==> src/rtl/shape_processor_bank_pkg.sv <==
// Shared types and legality rules for the shape processor control-register bank.
// Encodings, CTRL field layout and address-map helpers live here so channel and top agree.
package shape_processor_bank_pkg;

  typedef enum logic [2:0] {
    CIRCLE     = 3'd0,
    RECTANGLE  = 3'd1,
    TRIANGLE   = 3'd2,
    KEEP_SHAPE = 3'd7
  } shape_e;

  typedef enum logic [2:0] {
    PERIMETER      = 3'd0,
    AREA           = 3'd1,
    IS_SQUARE      = 3'd2,
    IS_EQUILATERAL = 3'd3,
    IS_ISOSCELES   = 3'd4,
    KEEP_OPERATION = 3'd7
  } operation_e;

  typedef struct packed {
    operation_e operation;
    shape_e     shape;
  } ctrl_sfr_reg;

  localparam int          CTRL_SHAPE_LSB = 0;
  localparam int          CTRL_OP_LSB    = 4;
  localparam ctrl_sfr_reg CTRL_RESET     = '{operation: PERIMETER, shape: CIRCLE};

  function automatic logic is_reserved_shape(input logic [2:0] s);
    return (s >= 3'd3) && (s <= 3'd6);
  endfunction

  function automatic logic is_reserved_operation(input logic [2:0] o);
    return (o >= 3'd5) && (o <= 3'd6);
  endfunction

  // Expects KEEP codes already resolved against the base register.
  function automatic logic is_legal_combination(input shape_e s, input operation_e o);
    logic legal;
    case (o)
      PERIMETER, AREA:              legal = (s == CIRCLE) || (s == RECTANGLE) || (s == TRIANGLE);
      IS_SQUARE:                    legal = (s == RECTANGLE);
      IS_EQUILATERAL, IS_ISOSCELES: legal = (s == TRIANGLE);
      default:                      legal = 1'b0;
    endcase
    return legal;
  endfunction

  function automatic int unsigned status_offset(input int unsigned num_channels);
    return num_channels;
  endfunction

  function automatic int unsigned commit_offset(input int unsigned num_channels);
    return num_channels + 1;
  endfunction

  function automatic logic [31:0] ctrl_to_word(input ctrl_sfr_reg r);
    return {25'd0, r.operation, 1'b0, r.shape};
  endfunction

endpackage

==> src/rtl/shape_processor_channel_sfr.sv <==
// One channel of the bank: shadow/active CTRL registers, write legality check, sticky error bit.
// In direct mode the shadow tracks the active register, so it always equals it.
module shape_processor_channel_sfr
  import shape_processor_bank_pkg::*;
#(
  parameter bit SHADOWED = 1'b0
) (
  input  logic        clk,
  input  logic        rst_n,
  input  logic        i_wr_en,
  input  logic [2:0]  i_shape,
  input  logic [2:0]  i_operation,
  input  logic        i_commit,
  input  logic        i_status_clr,
  output logic        o_reject,
  output logic        o_status,
  output ctrl_sfr_reg o_active,
  output logic        o_pending
);

  ctrl_sfr_reg r_active;
  ctrl_sfr_reg r_shadow;
  logic        r_status;

  ctrl_sfr_reg w_base;
  ctrl_sfr_reg w_next;
  shape_e      w_eff_shape;
  operation_e  w_eff_op;
  logic        w_accept;

  always_comb begin
    w_base      = SHADOWED ? r_shadow : r_active;
    w_eff_shape = (i_shape == KEEP_SHAPE)         ? w_base.shape     : shape_e'(i_shape);
    w_eff_op    = (i_operation == KEEP_OPERATION) ? w_base.operation : operation_e'(i_operation);
    w_next      = '{operation: w_eff_op, shape: w_eff_shape};
    o_reject    = i_wr_en && (is_reserved_shape(i_shape) ||
                              is_reserved_operation(i_operation) ||
                              !is_legal_combination(w_eff_shape, w_eff_op));
    w_accept    = i_wr_en && !o_reject;
  end

  always_ff @(posedge clk or negedge rst_n) begin
    if (!rst_n) begin
      r_active <= CTRL_RESET;
      r_shadow <= CTRL_RESET;
    end else if (w_accept) begin
      r_shadow <= w_next;
      if (!SHADOWED) begin
        r_active <= w_next;
      end
    end else if (SHADOWED && i_commit) begin
      r_active <= r_shadow;
    end
  end

  // A reject and a W1C cannot land together: both need the single bus write.
  always_ff @(posedge clk or negedge rst_n) begin
    if (!rst_n) begin
      r_status <= 1'b0;
    end else if (o_reject) begin
      r_status <= 1'b1;
    end else if (i_status_clr) begin
      r_status <= 1'b0;
    end
  end

  assign o_status  = r_status;
  assign o_active  = r_active;
  assign o_pending = SHADOWED && (r_shadow != r_active);

endmodule

==> src/rtl/shape_processor_ctrl_bank.sv <==
// Multi-channel SHAPE/OPERATION control bank: address decode, STATUS W1C, COMMIT fan-out, read mux.
// Map: 0..N-1 channel CTRL, N STATUS, N+1 COMMIT, everything above is unmapped.
module shape_processor_ctrl_bank
  import shape_processor_bank_pkg::*;
#(
  parameter int NUM_CHANNELS = 4,
  parameter int SHADOWED     = 0,
  parameter int ADDR_W       = 5
) (
  input  logic                      clk,
  input  logic                      rst_n,
  input  logic                      write,
  input  logic [ADDR_W-1:0]         addr,
  input  logic [31:0]               write_data,
  input  logic                      read,
  output logic [31:0]               read_data,
  output logic                      error,
  output logic [3*NUM_CHANNELS-1:0] channel_shape,
  output logic [3*NUM_CHANNELS-1:0] channel_operation,
  output logic [NUM_CHANNELS-1:0]   pending
);

  localparam bit          LP_SHADOWED = (SHADOWED != 0);
  localparam int unsigned STATUS_ADDR = status_offset(NUM_CHANNELS);
  localparam int unsigned COMMIT_ADDR = commit_offset(NUM_CHANNELS);

  logic        w_is_ctrl;
  logic        w_is_status;
  logic        w_is_commit;
  logic        w_unmapped;
  logic        w_commit;
  logic [31:0] w_rdata;
  logic        w_unused_wdata;

  logic [NUM_CHANNELS-1:0] w_ch_wr;
  logic [NUM_CHANNELS-1:0] w_status_clr;
  logic [NUM_CHANNELS-1:0] w_reject;
  logic [NUM_CHANNELS-1:0] w_status;
  ctrl_sfr_reg             w_active [NUM_CHANNELS];

  logic [31:0] r_read_data;
  logic        r_error;

  always_comb begin
    w_is_ctrl   = (addr < ADDR_W'(NUM_CHANNELS));
    w_is_status = (addr == ADDR_W'(STATUS_ADDR));
    w_is_commit = (addr == ADDR_W'(COMMIT_ADDR));
    w_unmapped  = !(w_is_ctrl || w_is_status || w_is_commit);
    w_commit    = write && w_is_commit;
  end

  // Only the CTRL fields and the STATUS clear mask are meaningful payload bits.
  assign w_unused_wdata = ^write_data;

  for (genvar gi = 0; gi < NUM_CHANNELS; gi++) begin : g_ch
    assign w_ch_wr[gi]      = write && (addr == ADDR_W'(gi));
    assign w_status_clr[gi] = write && w_is_status && write_data[gi];

    shape_processor_channel_sfr #(
      .SHADOWED (LP_SHADOWED)
    ) u_sfr (
      .clk          (clk),
      .rst_n        (rst_n),
      .i_wr_en      (w_ch_wr[gi]),
      .i_shape      (write_data[CTRL_SHAPE_LSB +: 3]),
      .i_operation  (write_data[CTRL_OP_LSB +: 3]),
      .i_commit     (w_commit),
      .i_status_clr (w_status_clr[gi]),
      .o_reject     (w_reject[gi]),
      .o_status     (w_status[gi]),
      .o_active     (w_active[gi]),
      .o_pending    (pending[gi])
    );

    assign channel_shape[3*gi +: 3]     = w_active[gi].shape;
    assign channel_operation[3*gi +: 3] = w_active[gi].operation;
  end

  // Reads see the active registers before any same-cycle write lands.
  always_comb begin
    w_rdata = '0;
    if (w_is_ctrl) begin
      for (int i = 0; i < NUM_CHANNELS; i++) begin
        if (addr == ADDR_W'(i)) begin
          w_rdata = ctrl_to_word(w_active[i]);
        end
      end
    end else if (w_is_status) begin
      w_rdata[NUM_CHANNELS-1:0] = w_status;
    end
  end

  always_ff @(posedge clk or negedge rst_n) begin
    if (!rst_n) begin
      r_read_data <= '0;
      r_error     <= 1'b0;
    end else begin
      if (read) begin
        r_read_data <= w_rdata;
      end
      r_error <= (write && (w_unmapped || (|w_reject))) || (read && w_unmapped);
    end
  end

  assign read_data = r_read_data;
  assign error     = r_error;

endmodule

==> config.mk <==
export PLATFORM = sky130hd
export DESIGN_NAME = shape_processor_ctrl_bank
export DESIGN_NICKNAME = d
export VERILOG_FILES = /design/src/rtl/shape_processor_bank_pkg.sv /design/src/rtl/shape_processor_channel_sfr.sv /design/src/rtl/shape_processor_ctrl_bank.sv
export SDC_FILE = /design/constraint.sdc
export NUM_CORES = 1
export LEC_CHECK = 0
export ABC_AREA = 1
export CELL_PAD_IN_SITES_DETAIL_PLACEMENT = 0
export CELL_PAD_IN_SITES_GLOBAL_PLACEMENT = 1
export CORE_MARGIN = 4
export CORE_UTILIZATION = 46
export DETAILED_ROUTE_END_ITERATION = 10
export DONT_BUFFER_PORTS = 1
export PLACE_DENSITY_LB_ADDON = 0.1
export RECOVER_POWER = 50
export SLEW_MARGIN = 20
export SYNTH_ARGS = -nofsm -noshare
export SYNTH_HDL_FRONTEND = slang
export SYNTH_SLANG_ARGS = --single-unit
export TNS_END_PERCENT = 5
==> constraint.sdc <==
create_clock -name clk -period 2.86 [get_ports clk]
set_clock_uncertainty 0.1 [all_clocks]
set_input_delay 0.286 -clock clk [delete_from_list [all_inputs] [get_ports clk]]
set_output_delay 0.286 -clock clk [all_outputs]
set_load 0.1 [all_outputs]
==> results_dict.tcl, run 1 <==
set metrics [dict create \
    ys_warn_count 0 \
    tritoncts "done" \
    powerDensity_nw_per_um2 574 \
    cts_root_buf "clkbuf_8" \
    drtIter0Drc 142 \
    synth_area_leaders "dfrtp_1 39%, nand2_1 15%, buf_4 9.9%, inv_1 7.9%, o21ai_0 5.7%" \
    hold_class "input port to register" \
    vdd_drop_max_v 0.000306 \
    mostFrequentLayoutCell "nand2_1" \
    setup_slack_ns 0.669 \
    holdPathEnd "error" \
    p_int_w 0.000846 \
    use_met3_pct 5.85 \
    rsz0062_at_grt "false" \
    gr-total-overflow 0 \
    path_clk_slew_ns 0.08 \
    grt-busiest-layer "met2" \
    routed_wl_um 6270 \
    cts_buffers 5 \
    p_comb_share_pct 27.5 \
    final_cell_mix "89 x nand2_1, 48 x inv_1, 36 x dfrtp_1, 29 x nor2_1, 29 x conb_1" \
    crit_type "register to register" \
    clock_path_buffers 2 \
    core_area_um2 4750 \
    cp_data_arrival_time_ns 2.30 \
    switching_power_w 0.000594 \
    multiInputGateArea_um2 1050 \
    slew_violations 0 \
    hold_path_depth 2 \
    worstPathCellList "clkbuf_1, nand2_1, a31o_2, nand2_1, o21ai_0, o21ai_0" \
    yosys.area.top_type "dfrtp_1" \
    post-dp-hpwl_um 4860 \
    fmax_mhz 456 \
    post-route-min-period_ns 2.19 \
    cts_htree_levels 2 \
    p_sw_share_pct 41.3 \
    gp_congestion 0.882 \
    num_vias 2073 \
    grt_pass1_vias 1943 \
    hp-start "read" \
    required_ns 2.97 \
    wl_per_cell_um 14.9 \
    worstSetupEndpointType "register" \
    antenna_cells 0 \
    r2r-start "g_ch[1].u_sfr.o_active[3]" \
    seqPwrFrac_pct 40.9 \
    initial_core_util_pct 48.0 \
    synth_cells 327 \
    remaining_drc_errors 0 \
    drtAntennaViolNets 0 \
    dieArea_um2 6160 \
    finalCritPeriodShare_pct 76.6 \
    synth_top_area_share_pct 39.5 \
    p_leak_nw 1.40 \
    synth-seq-area-share_pct 39.5 \
    grtUsageTotal_pct 21.5 \
    fillCellCount 515 \
    cpLargestDelayFamily "buffers and inverters" \
    grt_max_degree 37 \
    antenna_found_initial 0 \
    final-setup-viol-count 0 \
    drt_pass1_iterations 5 \
    reg2reg_slack_ns 0.67 \
    p_total_w 0.00144 \
    cp_slowest_cell "clkbuf_1" \
    core.rowCount 25 \
    status "finished clean" \
    path_max_fanout 3 \
    drive_gt1_share_pct 9.04 \
    pre_cts_slack_ns 0.946 \
    seqCellArea_um2 901 \
    rr_worst_depth 6 \
    grt.met1_usage_pct 28.5 \
    yosysUniqueCellTypes 25 \
    vias_per_cell 4.92 \
    r2r-end "read_data[4]" \
    cp_num_buf_inv 1 \
    io_pins 102 \
    synth.avg_cell_area_um2 6.98 \
    insertion_delay_ns 0.29 \
    fin_nets 394 \
    met2_usage_pct 34.1 \
    start_kind "register" \
    tightestPinTransition_ns 1.31 \
    die_x_um 78.5 \
    syn_to_final_growth_pct 9.86 \
    portBuffers 0 \
    hold_viol_final 0 \
    die_h_um 78.5 \
    grt_pass1_wl_um 10000 \
    fin_setup_tns_ns 0 \
    max-slew-margin-rel_pct 13.0 \
    clkPwrFrac_pct 31.6 \
    drv_cap 0 \
    critPathMaxStageDelay_ns 0.95 \
    ys_ff_latch 36 \
    synth_area_um2 2280 \
    cts.sinks 36 \
]
## metrics by stage
stage	instance area (um^2)	cells	hold slack, ns	utilization [%]
3_3_place_gp	2400	411	-0.108	50.4
4_1_cts	2540	421	0.00358	53.4
6_report	2510	421	0.00542	52.8
3_5_place_dp	2400	411	-0.108	50.4
5_1_grt	2510	421	0.00645	52.8
2_1_floorplan	2390	355	-0.110	-
## Yosys cell counts
cell / number
a21oi_1: 17
inv_2: 1
o31ai_2: 1
nor2_2: 1
nand2_1: 89
clkbuf_1: 1
o2111ai_1: 2
nor3_2: 1
o21ai_0: 26
a31o_2: 1
nand3_2: 1
conb_1: 1
buf_6: 1
dfrtp_1: 36
o21ai_1: 13
inv_1: 48
buf_2: 3
nor2_1: 29
buf_4: 30
o22ai_1: 2
o21bai_1: 1
nand4_1: 6
nand3_1: 14
nand3_4: 1
a31oi_1: 1
## worst max path at each step
| stage | from | slack, ns | cells past startpoint | to |
|---|---|---|---|---|
| floorplan | g_ch[3].u_sfr.o_active[1] | 0.73 | 8 | g_ch[3].u_sfr.o_active[3] |
| global placement | addr[3] | 0.95 | 8 | g_ch[3].u_sfr.o_active[4] |
| detailed placement | addr[0] | 0.95 | 9 | g_ch[3].u_sfr.o_active[4] |
| CTS | g_ch[1].u_sfr.o_active[5] | 1.01 | 7 | g_ch[1].u_sfr.o_active[4] |
| global route | g_ch[1].u_sfr.o_active[3] | 0.56 | 6 | read_data[4] |
| finish | g_ch[1].u_sfr.o_active[3] | 0.67 | 6 | read_data[4] |
## registers in the layout, summed over array words and instances (netlist names)
register,flops
g_ch.u_sfr.o_active,24
read_data,7
g_ch.u_sfr.o_status,4
error,1
## final cells by class
type,instances,share of cell area [%]
sequential,36,35.9
inverter,49,7.33
clock buffer,5,2.74
tap,67,3.34
multi-input combinational,235,41.8
clock inverter,3,1.70
timing repair buffer,26,7.18
## per-layer routing
| metal | share of wire, % | up-vias |
|---|---|---|
| met2 | 46 | 95 |
| li1 | - | 1031 |
| met4 | 0.85 | 0 |
| met3 | 9.2 | 6 |
| met5 | 0 | - |
| met1 | 44 | 941 |
## power by group through the flow
stage,registers [W],logic (W),clock network (W)
after detailed placement,0.000600,0.000383,0
after floorplan,0.000678,0.000291,0
after global placement,0.000599,0.000382,0
after CTS,0.000590,0.000400,0.000467
after global routing,0.000593,0.000422,0.000488
final,0.000589,0.000396,0.000456
## cell families after synthesis
logic type	Yosys count	synth area share, %
simple gates	142	26.0
buf+inv	84	19.2
compound gates	64	15.1
flops	36	39.5
other cells	1	0.164
## timing repair
action,CTS,global route
hold buffers,2,0
gates resized for setup,0,0
setup buffers,0,0
endpoints found under the hold margin,36,0
No activity file was read; power rests on OpenSTA's default activity.
==> run 2: changes to the inputs <==
- CORE_UTILIZATION: 46 -> 39
- clock period: 2.86 -> 1.9 ns (I/O delays scaled with it)
==> results_dict.tcl, run 2 (same netlist as run 1, synthesis figures left out) <==
set metrics [dict create \
    status "finished clean" \
    fmax_mhz 598 \
    required_ns 1.98 \
    tritoncts "done" \
    gp_congestion 0.887 \
    routed_wl_um 6620 \
    rr_worst_depth 9 \
    hold_class "input port to register" \
    tightestPinTransition_ns 0.960 \
    mostFrequentLayoutCell "nand2_1" \
    p_sw_share_pct 43.1 \
    grt_max_degree 37 \
    start_kind "register" \
    dp.cells 428 \
    fin_nets 409 \
    finalCritPeriodShare_pct 88.1 \
    drtIter0Drc 92 \
    dieArea_um2 7140 \
    core.rowCount 27 \
    core_area_um2 5610 \
    final_area_um2 2610 \
    grtUsageTotal_pct 19.1 \
    insertion_delay_ns 0.29 \
    critPathMaxStageDelay_ns 0.37 \
    grt_pass1_wl_um 10700 \
    p_comb_share_pct 31.9 \
    rsz0062_at_grt "false" \
    antenna_cells 0 \
    clock_path_buffers 2 \
    powerDensity_nw_per_um2 798 \
    p_int_w 0.00119 \
    max-slew-margin-rel_pct 36.0 \
    drtAntennaViolNets 0 \
    path_max_fanout 4 \
    crit_top_cell "nand2_1" \
    io_pins 102 \
    cts_htree_levels 2 \
    path_clk_slew_ns 0.08 \
    worstSetupEndpointType "register" \
    hold_path_depth 2 \
    drt_pass1_iterations 4 \
    seqPwrFrac_pct 39.9 \
    reg2reg_slack_ns 0.23 \
    cts.sinks 36 \
    die_x_um 84.5 \
    final_cells 441 \
    cts_root_buf "clkbuf_8" \
    num_vias 2093 \
    final_cell_mix "89 x nand2_1, 48 x inv_1, 29 x nor2_1, 29 x conb_1" \
    clkPwrFrac_pct 28.2 \
    multiInputGateArea_um2 1050 \
    die_h_um 84.5 \
    largest_register_ffs 24 \
    cp_data_arrival_time_ns 1.75 \
    post-dp-hpwl_um 5160 \
    gr-total-overflow 0 \
    hold_viol_final 0 \
    switching_power_w 0.000899 \
    fin_util_pct 46.6 \
    vdd_drop_max_v 0.000312 \
    grt_pass1_vias 2060 \
    vias_per_cell 4.75 \
    seqCellArea_um2 913 \
    remaining_drc_errors 0 \
    antenna_found_initial 0 \
    drv_cap 0 \
    wl_per_cell_um 15.0 \
    worstPathCellList "inv_1, a31oi_1, a21oi_1, nor2_1, nand2_1, nand2_1, nand2_1, o21bai_1, nand2_1" \
    initial_core_util_pct 40.7 \
    post-route-min-period_ns 1.67 \
    place_area_um2 2510 \
    drive_gt1_share_pct 17.1 \
    slew_violations 0 \
    p_leak_nw 1.47 \
    cts_buffers 5 \
    fin_setup_tns_ns 0 \
    cp_slowest_cell "dfrtp_2" \
    syn_to_final_growth_pct 14.4 \
    final-setup-viol-count 0 \
    fillCellCount 649 \
    portBuffers 0 \
    crit_type "register to register" \
]
[run 2: changes by cell type in the layout (fill, tap and decap cells not counted), moves of 3 or more]
cell           change
clkbuf_2          +16
clkbuf_1           -8
dfrtp_2           +10
dfrtp_1           -10
buf_4              +5
dlygate4sd3_1      +3
[run 2: what timing repair did]
action / CTS / global route
setup endpoints to repair: 0 / 5
gates resized for setup: 0 / 1
endpoints found under the hold margin: 41 / 0
buffers inserted: 0 / 0
hold buffers: 5 / 0
[run 2: path summary, 6_finish.rpt]
check | startpoint | end
min in group asynchronous | rst_n | g_ch[3].u_sfr.o_active[2]
worst min-delay path | write_data[6] | g_ch[3].u_sfr.o_active[5]
worst max register to register | g_ch[3].u_sfr.o_active[1] | error
worst min register to register | read_data[0] | read_data[0]
max in group asynchronous | rst_n | g_ch[1].u_sfr.o_active[3]
worst max-delay path | g_ch[3].u_sfr.o_active[1] | error
[run 2: metal layers]
metal | track usage [%] | vias up | share of wire [%]
li1 | - | 1059 | -
met1 | 26.6 | 959 | 46
met2 | 30.7 | 73 | 46
met4 | 3.45 | 0 | 0.30
met3 | 4.61 | 2 | 7.2
met5 | 0 | - | 0
[run 2: critical path: cells and delay by family, from the launching register on]
family / cells / cell delay [ns]
AOI/OAI and AO/OA: 3 / 0.57
buffers and inverters: 1 / 0.05
and+or+nand+nor: 5 / 0.48
DFF: 1 / 0.37
[run 2: layout make-up]
type	count	area share, %
multi-input combinational	235	40.3
sequential	36	35.0
timing repair buffer	41	10.6
inverter	49	7.04
tap	72	3.45
clock buffer	6	3.16
clock inverter	2	0.383
[run 2: power groups by stage]
stage          sequential, W  clock (W)  combinational [W]
3_3_place_gp        0.000846          0           0.000648
3_5_place_dp        0.000848          0           0.000649
6_report            0.000832   0.000587           0.000665
2_1_floorplan        0.00102          0           0.000438
4_1_cts             0.000832   0.000600           0.000680
5_1_grt             0.000838   0.000632           0.000706
[run 2: per-stage QoR]
| stage | hold slack (ns) | power [W] | worst slack, ns |
|---|---|---|---|
| after floorplan | -0.206 | 0.00146 | -0.0640 |
| final | 0.000732 | 0.00208 | 0.227 |
| after detailed placement | -0.205 | 0.00150 | 0.0561 |
| after global routing | 0.0206 | 0.00218 | 0.0539 |
| after global placement | -0.204 | 0.00149 | 0.0558 |
| after CTS | 0.00160 | 0.00211 | 0.133 |
